<file path="src/rtl/uart_pkg.sv">
// Shared UART definitions: receiver state encoding, parity helper and legal parameter ranges.
package uart_pkg;

  typedef enum logic [2:0] {
    IDLE,
    START,
    DATA,
    PARITY,
    STOP,
    WAIT_IDLE
  } rx_state_t;

  localparam int MIN_DATA_BITS    = 5;
  localparam int MAX_DATA_BITS    = 9;
  localparam int MIN_STOP_BITS    = 1;
  localparam int MAX_STOP_BITS    = 2;
  localparam int MIN_CLKS_PER_BIT = 4;

  // Even-parity bit of a payload; narrower payloads are zero-extended by the caller.
  function automatic logic parity_of(input logic [MAX_DATA_BITS-1:0] v);
    return ^v;
  endfunction

endpackage

</file>
<file path="src/rtl/uart_sync.sv">
// Two-flop synchroniser for an asynchronous level input; both flops reset to RESET_VAL.
module uart_sync #(
  parameter logic RESET_VAL = 1'b1
) (
  input  logic clk,
  input  logic reset,
  input  logic d,
  output logic q
);

  logic meta_reg;

  always_ff @(posedge clk) begin
    if (reset) begin
      meta_reg <= RESET_VAL;
      q        <= RESET_VAL;
    end else begin
      meta_reg <= d;
      q        <= meta_reg;
    end
  end

endmodule

</file>
<file path="src/rtl/uart_rx_os.sv">
// Oversampled UART receiver: mid-bit sampling, optional parity, 1/2 stop bits,
// one-entry output register with valid/ack handshake and overrun detection.
module uart_rx_os
  import uart_pkg::*;
#(
  parameter int DATA_BITS    = 8,
  parameter int CLKS_PER_BIT = 16,
  parameter int PARITY_EN    = 0,
  parameter int PARITY_ODD   = 0,
  parameter int STOP_BITS    = 1
) (
  input  logic                 clk,
  input  logic                 reset,
  input  logic                 pin,
  input  logic                 rd_ack,
  output logic [DATA_BITS-1:0] data,
  output logic                 data_valid,
  output logic                 framing_error,
  output logic                 parity_error,
  output logic                 overrun,
  output logic                 busy
);

  localparam int CW   = $clog2(CLKS_PER_BIT);
  localparam int IW   = 4;
  localparam int HALF = CLKS_PER_BIT / 2;

  if (DATA_BITS < MIN_DATA_BITS || DATA_BITS > MAX_DATA_BITS ||
      STOP_BITS < MIN_STOP_BITS || STOP_BITS > MAX_STOP_BITS ||
      CLKS_PER_BIT < MIN_CLKS_PER_BIT) begin : g_bad_params
    $error("uart_rx_os: illegal parameter value");
  end

  logic                 pin_s;
  rx_state_t            state_reg, state_next;
  logic [CW-1:0]        cnt_reg;
  logic [IW-1:0]        bit_idx_reg;
  logic                 stop_idx_reg;
  logic [DATA_BITS-1:0] shift_reg;
  logic                 ferr_reg, perr_reg;
  logic                 done_reg;
  logic                 sample_pt;
  logic                 last_data, last_stop;

  uart_sync #(.RESET_VAL(1'b1)) u_sync (
    .clk   (clk),
    .reset (reset),
    .d     (pin),
    .q     (pin_s)
  );

  // The start bit is sampled half a bit in; every later sample is one full bit after it.
  always_comb begin
    sample_pt = (state_reg == START) ? (cnt_reg == CW'(HALF - 1))
                                     : (cnt_reg == CW'(CLKS_PER_BIT - 1));
    last_data = (bit_idx_reg == IW'(DATA_BITS - 1));
    last_stop = (stop_idx_reg == 1'(STOP_BITS - 1));
  end

  always_ff @(posedge clk) begin
    if (reset) state_reg <= IDLE;
    else       state_reg <= state_next;
  end

  always_comb begin
    state_next = state_reg;
    case (state_reg)
      IDLE:      if (!pin_s) state_next = START;
      START:     if (sample_pt) state_next = pin_s ? IDLE : DATA;
      DATA:      if (sample_pt && last_data) state_next = (PARITY_EN != 0) ? PARITY : STOP;
      PARITY:    if (sample_pt) state_next = STOP;
      STOP:      if (sample_pt && last_stop) state_next = pin_s ? IDLE : WAIT_IDLE;
      WAIT_IDLE: if (pin_s) state_next = IDLE;
      default:   state_next = IDLE;
    endcase
  end

  always_ff @(posedge clk) begin
    if (reset) begin
      cnt_reg      <= '0;
      bit_idx_reg  <= '0;
      stop_idx_reg <= 1'b0;
      shift_reg    <= '0;
      ferr_reg     <= 1'b0;
      perr_reg     <= 1'b0;
      done_reg     <= 1'b0;
    end else begin
      done_reg <= 1'b0;
      if (state_reg == IDLE || state_reg == WAIT_IDLE || sample_pt) cnt_reg <= '0;
      else                                                           cnt_reg <= cnt_reg + 1'b1;
      case (state_reg)
        START: begin
          bit_idx_reg  <= '0;
          stop_idx_reg <= 1'b0;
          ferr_reg     <= 1'b0;
          perr_reg     <= 1'b0;
        end
        DATA: if (sample_pt) begin
          shift_reg   <= {pin_s, shift_reg[DATA_BITS-1:1]};
          bit_idx_reg <= last_data ? '0 : bit_idx_reg + 1'b1;
        end
        PARITY: if (sample_pt) begin
          perr_reg <= (parity_of(MAX_DATA_BITS'(shift_reg)) ^ pin_s) != 1'(PARITY_ODD);
        end
        STOP: if (sample_pt) begin
          ferr_reg     <= ferr_reg | ~pin_s;
          stop_idx_reg <= last_stop ? 1'b0 : 1'b1;
          done_reg     <= last_stop;
        end
        default: ;
      endcase
    end
  end

  // Frame results are staged one clock in done_reg before they reach the output register.
  always_ff @(posedge clk) begin
    if (reset) begin
      data          <= '0;
      data_valid    <= 1'b0;
      framing_error <= 1'b0;
      parity_error  <= 1'b0;
      overrun       <= 1'b0;
    end else if (done_reg && (!data_valid || rd_ack)) begin
      data          <= shift_reg;
      framing_error <= ferr_reg;
      parity_error  <= perr_reg;
      data_valid    <= 1'b1;
      overrun       <= 1'b0;
    end else if (done_reg) begin
      overrun <= 1'b1;
    end else if (rd_ack && data_valid) begin
      data_valid <= 1'b0;
      overrun    <= 1'b0;
    end
  end

  assign busy = (state_reg != IDLE);

endmodule

</file>
<file path="config.mk">
export PLATFORM = sky130hd
export DESIGN_NAME = uart_rx_os
export DESIGN_NICKNAME = d
export VERILOG_FILES = /design/src/rtl/uart_pkg.sv /design/src/rtl/uart_sync.sv /design/src/rtl/uart_rx_os.sv
export SDC_FILE = /design/constraint.sdc
export NUM_CORES = 1
export LEC_CHECK = 0
export CAP_MARGIN = 20
export CORE_ASPECT_RATIO = 1.5
export CORE_MARGIN = 1.5
export CORE_UTILIZATION = 60
export DETAILED_ROUTE_END_ITERATION = 7
export DONT_BUFFER_PORTS = 1
export GPL_TIMING_DRIVEN = 0
export PLACE_DENSITY = 0.87
export SLEW_MARGIN = 20
export SYNTH_ARGS = -nofsm -noshare
export SYNTH_HDL_FRONTEND = slang
export SYNTH_SLANG_ARGS = --single-unit
</file>
<file path="constraint.sdc">
create_clock -name clk -period 3.4 [get_ports clk]
set_input_delay 0.34 -clock clk [delete_from_list [all_inputs] [get_ports clk]]
set_output_delay 0.34 -clock clk [all_outputs]
set_load 0.05 [all_outputs]
</file>
After elaboration in Yosys (flattened, before gate mapping)
Index checks and enable logic that the tools add are counted.

Reduce and logical (&&, ||, !) cells: 25. Bitwise logic cells: 6. Multiply operators: 0. Divide/modulo/power cells: 0. Equality and inequality tests: 17. Shift-type cells: 0. $add $sub $neg: 2. Order comparisons: 0. Mux-type cells: 24.

Operators by type and width (number): $mux W3 (7); $pmux W3 S6 (1); $ne A2 B2 Y1 const B (7); $reduce_and A2 Y1 (5); $reduce_bool A2 Y1 (5); $mux W1 (9); $reduce_xor A9 Y1 (1); $add A4 B1 Y4 const B (2); $eq A4 B3 Y1 const B (2); $mux W4 (2); $pmux W4 S2 (1); $eq A3 B2 Y1 const B (2); $eq A3 B3 Y1 const B (2); $pmux W1 S2 (3); $reduce_and A6 Y1 (1); $eq A4 B4 Y1 const B (1); $logic_and A1 B1 Y1 (4); $ne A2 B1 Y1 const B (2); $not A1 Y1 (4); $reduce_or A2 Y1 (2); $eq A3 B1 Y1 const B (1); $logic_not A3 Y1 (1); $logic_or A1 B1 Y1 (3); $reduce_bool A3 Y1 (1); 5 further kinds (5).

Word-level logic and storage cells: 89. RAM bits: 0. Latch bits: 0. Bits of input ports: 4. Output and inout bits: 13. Register bits after elaboration: 37. ROM bits: 0. Memories kept: 0.

Logic depth before layout (Yosys ltp)
Gate-level depths: netlist (run 1).

Depth in word-level cells: 5. Mapped depth: 7. Depth with buffers taken out: 6.

Cells and area by module
From an unflattened synthesis (run 1), not the netlist that was laid out.

Cells, all modules: 194. Area, all modules: 1665.3 µm².

By module, submodules not included: uart_rx_os (area an instance 1612.8 µm², instances 1, cells each 190, seq. area each 700.7 µm²); uart_sync (area an instance 52.6 µm², instances 1, cells each 4, seq. area each 40.0 µm²).

Least setup slack after synthesis (run 1)
Ideal clock, no wire load.

Kind: register to register. Start: reg data_valid. End: reg data[0]. Required time: 3.272 ns. Arrival time: 1.652 ns. Buffers on the path: 1. Library setup time: 0.128 ns. Setup slack: 1.620 ns. Clock period less this slack: 1.780 ns. Cell stages (with the launch flop): 6. Cells stage by stage: dfxtp_1 > inv_1 > o21ai_0 > buf_1 > mux2i_1 > nor2_1.

Longest elaborated chain between the ends: 3.

Ends and longest elaborated chain: start, declared (RTL line uart_rx_os.sv:17) `output logic data_valid,`; start signal, assigned (RTL line uart_rx_os.sv:119) `data_valid <= 1'b0;`; start signal, assigned (RTL line uart_rx_os.sv:127) `data_valid <= 1'b1;`; start signal, assigned (RTL line uart_rx_os.sv:132) `data_valid <= 1'b0;`; $logic_not A1 Y1 (RTL line uart_rx_os.sv:123) `end else if (done_reg && (!data_valid || rd_ack)) begin`; $logic_or A1 B1 Y1 (RTL line uart_rx_os.sv:123); $logic_and A1 B1 Y1 (RTL line uart_rx_os.sv:123); end signal, assigned (RTL line uart_rx_os.sv:124) `data <= shift_reg;`; end, declared (RTL line uart_rx_os.sv:16) `output logic [DATA_BITS-1:0] data,`.

Every way passes these cells. A chain may end at the register's enable or synchronous reset.

Worst setup path in the final report (run 1)
Start: reg data_valid. End: reg data[2].

The elaborated chain is that of the path after synthesis.

==> impl_metrics.toml, run 1 <==
[status]
status = "finished clean"

[final_layout]
fillCellCount = 191
syn2layout_area_growth_pct = 5.942
drive_above_1_share_pct = 9.524
antenna_cells = 0
fin_nets = 194

[logic_synthesis]
avgSynthCellArea_sq_um = 8.959
async_flop_share_pct = 0
synth_cell_types = 41
synth.area.top_cells = "dfxtp_1, mux2i_1, nor2_1"
synth_cells = 181
synth-edff-count = 0
synth_seq_area_share_pct = 45.68
synth_top_area_share_pct = 45.68
netlist_area_sq_um = 1622
ys_ff_latch = 37
synth_top_area_cell = "dfxtp_1"
ys.warnings.count = 0
synth_nets = 187
synth_most_common_cell = "dfxtp_1"
ys_top_cells_by_count = "dfxtp_1, nor2_1, nand2_1"
synth_top_flop_cell = "dfxtp_1"

[floorplan]
die_width_um = 45.45
die-area_sq_um = 3030
start_util_pct = 64.74
core-area_sq_um = 2505
chipHeight_um = 66.67
ios = 17
rows = 22

[drt]
avgRoutedWirePerCell_um = 13.68
vias = 1257
drt-initial-drc-count = 30
highest_layer = "met4"
route.detailed.drc = 0
avgViaCountPerCell = 5.587
wl_met2_um = 1685
drtPass1Iterations = 4
postRouteAntennaNets = 0
wl_met1_um = 1242
dr_wl_met3_um = 93
wirelength_um = 3077

[global_routing]
grt_pass1_vias = 1358
grt_pass1_wl_um = 5471
antenna_found_initial = 0
track_usage_pct = 24.64
grt_max_degree = 12
globalRoute.totalOverflow = 0

[cts]
h-tree-depth = 2
cts.clk_slew.worst_paths_ns = 0.10
cts_repair_resize_count = 0
cts_tree = "yes"
clk_latency_ns = 0.34
hold_buffers = 0
clk_path_buf_depth = 2
cts.root.buffer_cell = "clkbuf_4"
numCtsBuffers = 5
clock-sinks = 37
postCtsSetupRepairBufs = 0

[sta]
finalMaxSlewViolations = 0
slew_headroom_pct = 53.67
rsz0062_at_grt = "false"
hold_ws_ns = 0.09939
hold_viol = 0
tightest_slew_ns = 0.6949
skew_ns = 0.003658
fin_tns_setup_ns = 0
min_period_over_period_pct = 60.07
setup_viol = 0
max_freq_ghz = 0.4897
min_period_ns = 2.042

[hold_path]
whs_path_depth = 1
hp-class = "input port to flop"
hold_start = "pin"

[place]
port_buffers = 0
place_congestion = 0.9190
dp_hpwl_um = 2371

[flow_run]
maxCapViolCount = 0

[worst_setup_path]
crit_end = "data[2]"
r2r_end = "data[2]"
cp.required_ns = 3.62
critPathCaptureType = "flop"
r2r_slack_ns = 1.36
r2r_cells = 5
timing.rr.start = "data_valid"
crit_arrival_ns = 2.26
critPathMaxFanout = 10
cp-startpoint = "data_valid"
worst_setup_path_start_kind = "flop"
path_class = "flop to flop"

[power]
ir_worst_vdd_uv = 277.6
power_leakage_uw = 0.0006889
p_per_area_nw_per_um2 = 399.4
==> cells in the final DEF (no fill, tap or decap), drive strengths merged, types with 2 or more instances in the layout <==
cell / Yosys / routed
a21oi: 13 / 13
a32o: 2 / 2
a32oi: 2 / 2
buf: 3 / 3
clkbuf: 6 / 12
clkinv: 0 / 2
dfxtp: 37 / 37
ha: 2 / 2
inv: 5 / 5
mux2i: 11 / 11
nand2: 22 / 22
nand3: 4 / 4
nand3b: 3 / 3
nor2: 23 / 23
nor2b: 2 / 2
nor3: 7 / 7
nor3b: 3 / 3
o21a: 2 / 2
o21ai: 3 / 3
or2: 5 / 5
xnor2: 7 / 7
xor2: 4 / 4
==> cell families after synthesis <==
family	synth area share, %
flip-flops	45.68
buffers and inverters	3.780
AND/OR/NAND/NOR	23.69
XOR/XNOR	5.941
multiplexers	7.485
AO/OA/AOI/OAI	11.88
adder cells (fa/ha/maj)	1.543
==> layout make-up <==
type	count	area [sq um]	area share, %
clock inverter	2	10.01	0.5827
sequential	37	740.7	43.12
multi-input combinational	130	819.5	47.71
buffer	9	42.54	2.476
tap	36	45.04	2.622
clock buffer	6	41.29	2.403
inverter	5	18.77	1.092
==> how the worst min path moves through the flow <==
| stage | to | slack, ns |
|---|---|---|
| 2_1_floorplan | u_sync.q | 0.39 |
| 3_3_place_gp | u_sync.q | 0.39 |
| 3_5_place_dp | u_sync.q | 0.40 |
| 4_1_cts | u_sync.meta_reg | 0.09 |
| 5_1_grt | u_sync.meta_reg | 0.1 |
| 6_report | u_sync.meta_reg | 0.1 |
==> through the flow <==
step	total power, uW	std cells	setup slack [ns]	utilization [%]	area (sq um)
final	686.1	225	1.358	68.58	1718
after global routing	715.3	225	1.183	68.58	1718
after CTS	690.1	225	1.341	68.58	1718
after detailed placement	478.1	217	1.360	66.53	1667
after global placement	477.1	217	1.472	66.53	1667
after floorplan	471.9	181	1.620	-	1622
==> where the power goes <==
part	switching, uW	internal [uW]
Clock	139	78.7
Sequential	1.00	436
Combinational	21.3	10.1
Total	162	524
==> per-layer routing <==
metal | GRT usage [%] | vias to the layer above
met5 | 0 | -
met4 | 11.76 | 0
met3 | 6.504 | 6
met2 | 44.19 | 18
met1 | 24.96 | 599
li1 | - | 634
==> worst max-delay path, stage by stage (launching register included) <==
cell     delay, ns
dfxtp_1       0.68
inv_1         0.15
o21ai_0       0.19
buf_1         0.55
mux2i_1       0.28
nor2_1        0.06
Power figures use the tool's default switching activity.
==> run 2: changes to the inputs <==
- CORE_UTILIZATION: 60 -> 55
- PLACE_DENSITY: 0.87 -> 0.84
- clock period: 3.4 -> 1.8 ns (I/O delays scaled with it)
==> impl_metrics.toml, run 2 (synthesized netlist as in run 1, its figures left out) <==
[worst_setup_path]
path_class = "flop to flop"
crit_arrival_ns = 2.01
critPathCaptureType = "flop"
r2r_slack_ns = -0.01
critPathMaxFanout = 10
cp.required_ns = 2.00
r2r_end = "bit_idx_reg[3]"
timing.rr.start = "state_reg[0]"
r2r_cells = 7
worst_setup_path_start_kind = "flop"

[sta]
finalMaxSlewViolations = 0
min_period_ns = 1.811
hold_viol = 0
skew_ns = 0.004557
setup_ws_ns = -0.01096
rsz0062_at_grt = "true"
max_freq_ghz = 0.5522
setup_viol = 1
tightest_slew_ns = 0.5124
min_period_over_period_pct = 100.6
slew_headroom_pct = 65.79

[cts]
cts_tree = "yes"
clock-sinks = 37
clk_path_buf_depth = 2
h-tree-depth = 2
cts.clk_slew.worst_paths_ns = 0.07
clk_latency_ns = 0.29
cts.root.buffer_cell = "clkbuf_8"
numCtsBuffers = 5

[power]
power_uw = 1449
internal_power_uw = 1115
ir_worst_vdd_uv = 461.6
power_leakage_uw = 0.0007113
p_comb_share_pct = 4.6
p_seq_share_pct = 57.0
p_per_area_nw_per_um2 = 801.3
p_sw_uw = 333.7
clock_power_share_pct = 38.4
p_sw_share_pct = 23.04

[place]
placedInstanceArea_sq_um = 1670
dp_hpwl_um = 2346
port_buffers = 0
place_inst = 220
place_ws_ns = -0.2321
place_congestion = 0.8592

[global_routing]
antenna_found_initial = 0
grt_pass1_wl_um = 5492
track_usage_pct = 23.32
globalRoute.totalOverflow = 0
grt_max_degree = 12
grt_pass1_vias = 1328

[final_layout]
fillCellCount = 233
final_util_pct = 63.38
drive_above_1_share_pct = 14.74
syn2layout_area_growth_pct = 11.50
fin_cells = 229
antenna_cells = 0
final_cell_mix = "dfxtp_1, nor2_1, nand2_1"
final_area_sq_um = 1808
mostFrequentLayoutCell = "dfxtp_1"
fin_nets = 195

[floorplan]
chipHeight_um = 69.50
core-area_sq_um = 2853
rows = 24
start_util_pct = 56.84
die-area_sq_um = 3290
die_width_um = 47.34
ios = 17

[drt]
postRouteAntennaNets = 0
avgViaCountPerCell = 5.686
wirelength_um = 3365
drtPass1Iterations = 6
drt-initial-drc-count = 24
avgRoutedWirePerCell_um = 14.69
vias = 1302
route.detailed.drc = 0

[hold_path]
hp-class = "input port to flop"
whs_path_depth = 3
min_to = "data_valid"
hold_start = "rd_ack"

[status]
status = "complete, but fails checks"
failed_checks = "setup timing"

[flow_run]
maxCapViolCount = 0
-- run 2: cell count changes in the layout (fill, tap and decap cells not counted), sizes merged --
cell         delta
dlygate4sd3     +1
-- run 2: worst max path at each step --
stage | from | end | slack, ns | depth (start not counted)
global route | cnt_reg[0] | state_reg[0] | -0.08 | 6
CTS | state_reg[0] | bit_idx_reg[3] | 0.002 | 7
detailed placement | data_valid | data[0] | -0.23 | 5
floorplan | data_valid | data[0] | 0.02 | 5
finish | state_reg[0] | bit_idx_reg[3] | -0.01 | 7
global placement | data_valid | data[0] | -0.14 | 5
-- run 2: critical path, cell delays in order (launching register included) --
cell      delay [ns]
dfxtp_2         0.33
buf_6           0.13
or3b_4          0.41
or2_1           0.23
buf_6           0.14
nor3_2          0.17
nor2_1          0.08
a311oi_2        0.24
-- run 2: repair_timing --
action                                 4_1_cts  5_1_grt
setup buffers                                0        0
setup endpoints to repair                   13       21
hold buffers                                 1        0
pin swaps                                    1        2
gates resized for setup                      7        6
gates cloned                                 0        0
endpoints found under the hold margin        1        0
-- run 2: final cells by class --
cell class / count / area [sq um] / area share [%]
multi-input cells: 130 / 853.3 / 47.20
repair buffers: 1 / 10.01 / 0.5536
clock buffers: 6 / 72.57 / 4.014
plain buffers: 9 / 50.05 / 2.768
flip-flops and latches: 37 / 744.5 / 41.18
clock inverters: 2 / 10.01 / 0.5536
inverters: 5 / 18.77 / 1.038
well taps: 39 / 48.80 / 2.699
-- run 2: per-layer routing --
layer | global-route usage [%] | vias up | part of all wire, %
li1 | - | 638 | -
met1 | 20.86 | 609 | 37
met2 | 40.09 | 35 | 55
met3 | 7.813 | 20 | 3.4
met4 | 15.43 | 0 | 4.2
met5 | 0 | - | 0
-- run 2: stage by stage --
| stage | setup TNS (ns) | hold WS (ns) |
|---|---|---|
| floorplan | 0 | 0.2838 |
| global placement | -1.363 | 0.2839 |
| detailed placement | -2.240 | 0.2880 |
| CTS | 0 | 0.1169 |
| global route | -0.1543 | 0.1338 |
| finish | -0.01096 | 0.1272 |
-- run 2: power by group through the flow --
stage	sequential (uW)	clock (uW)	combinational (uW)
after floorplan	843	0	48.7
after global placement	843	0	57.7
after detailed placement	843	0	59.9
after CTS	825	561	63.4
after global routing	826	588	73.3
final	825	557	66.8
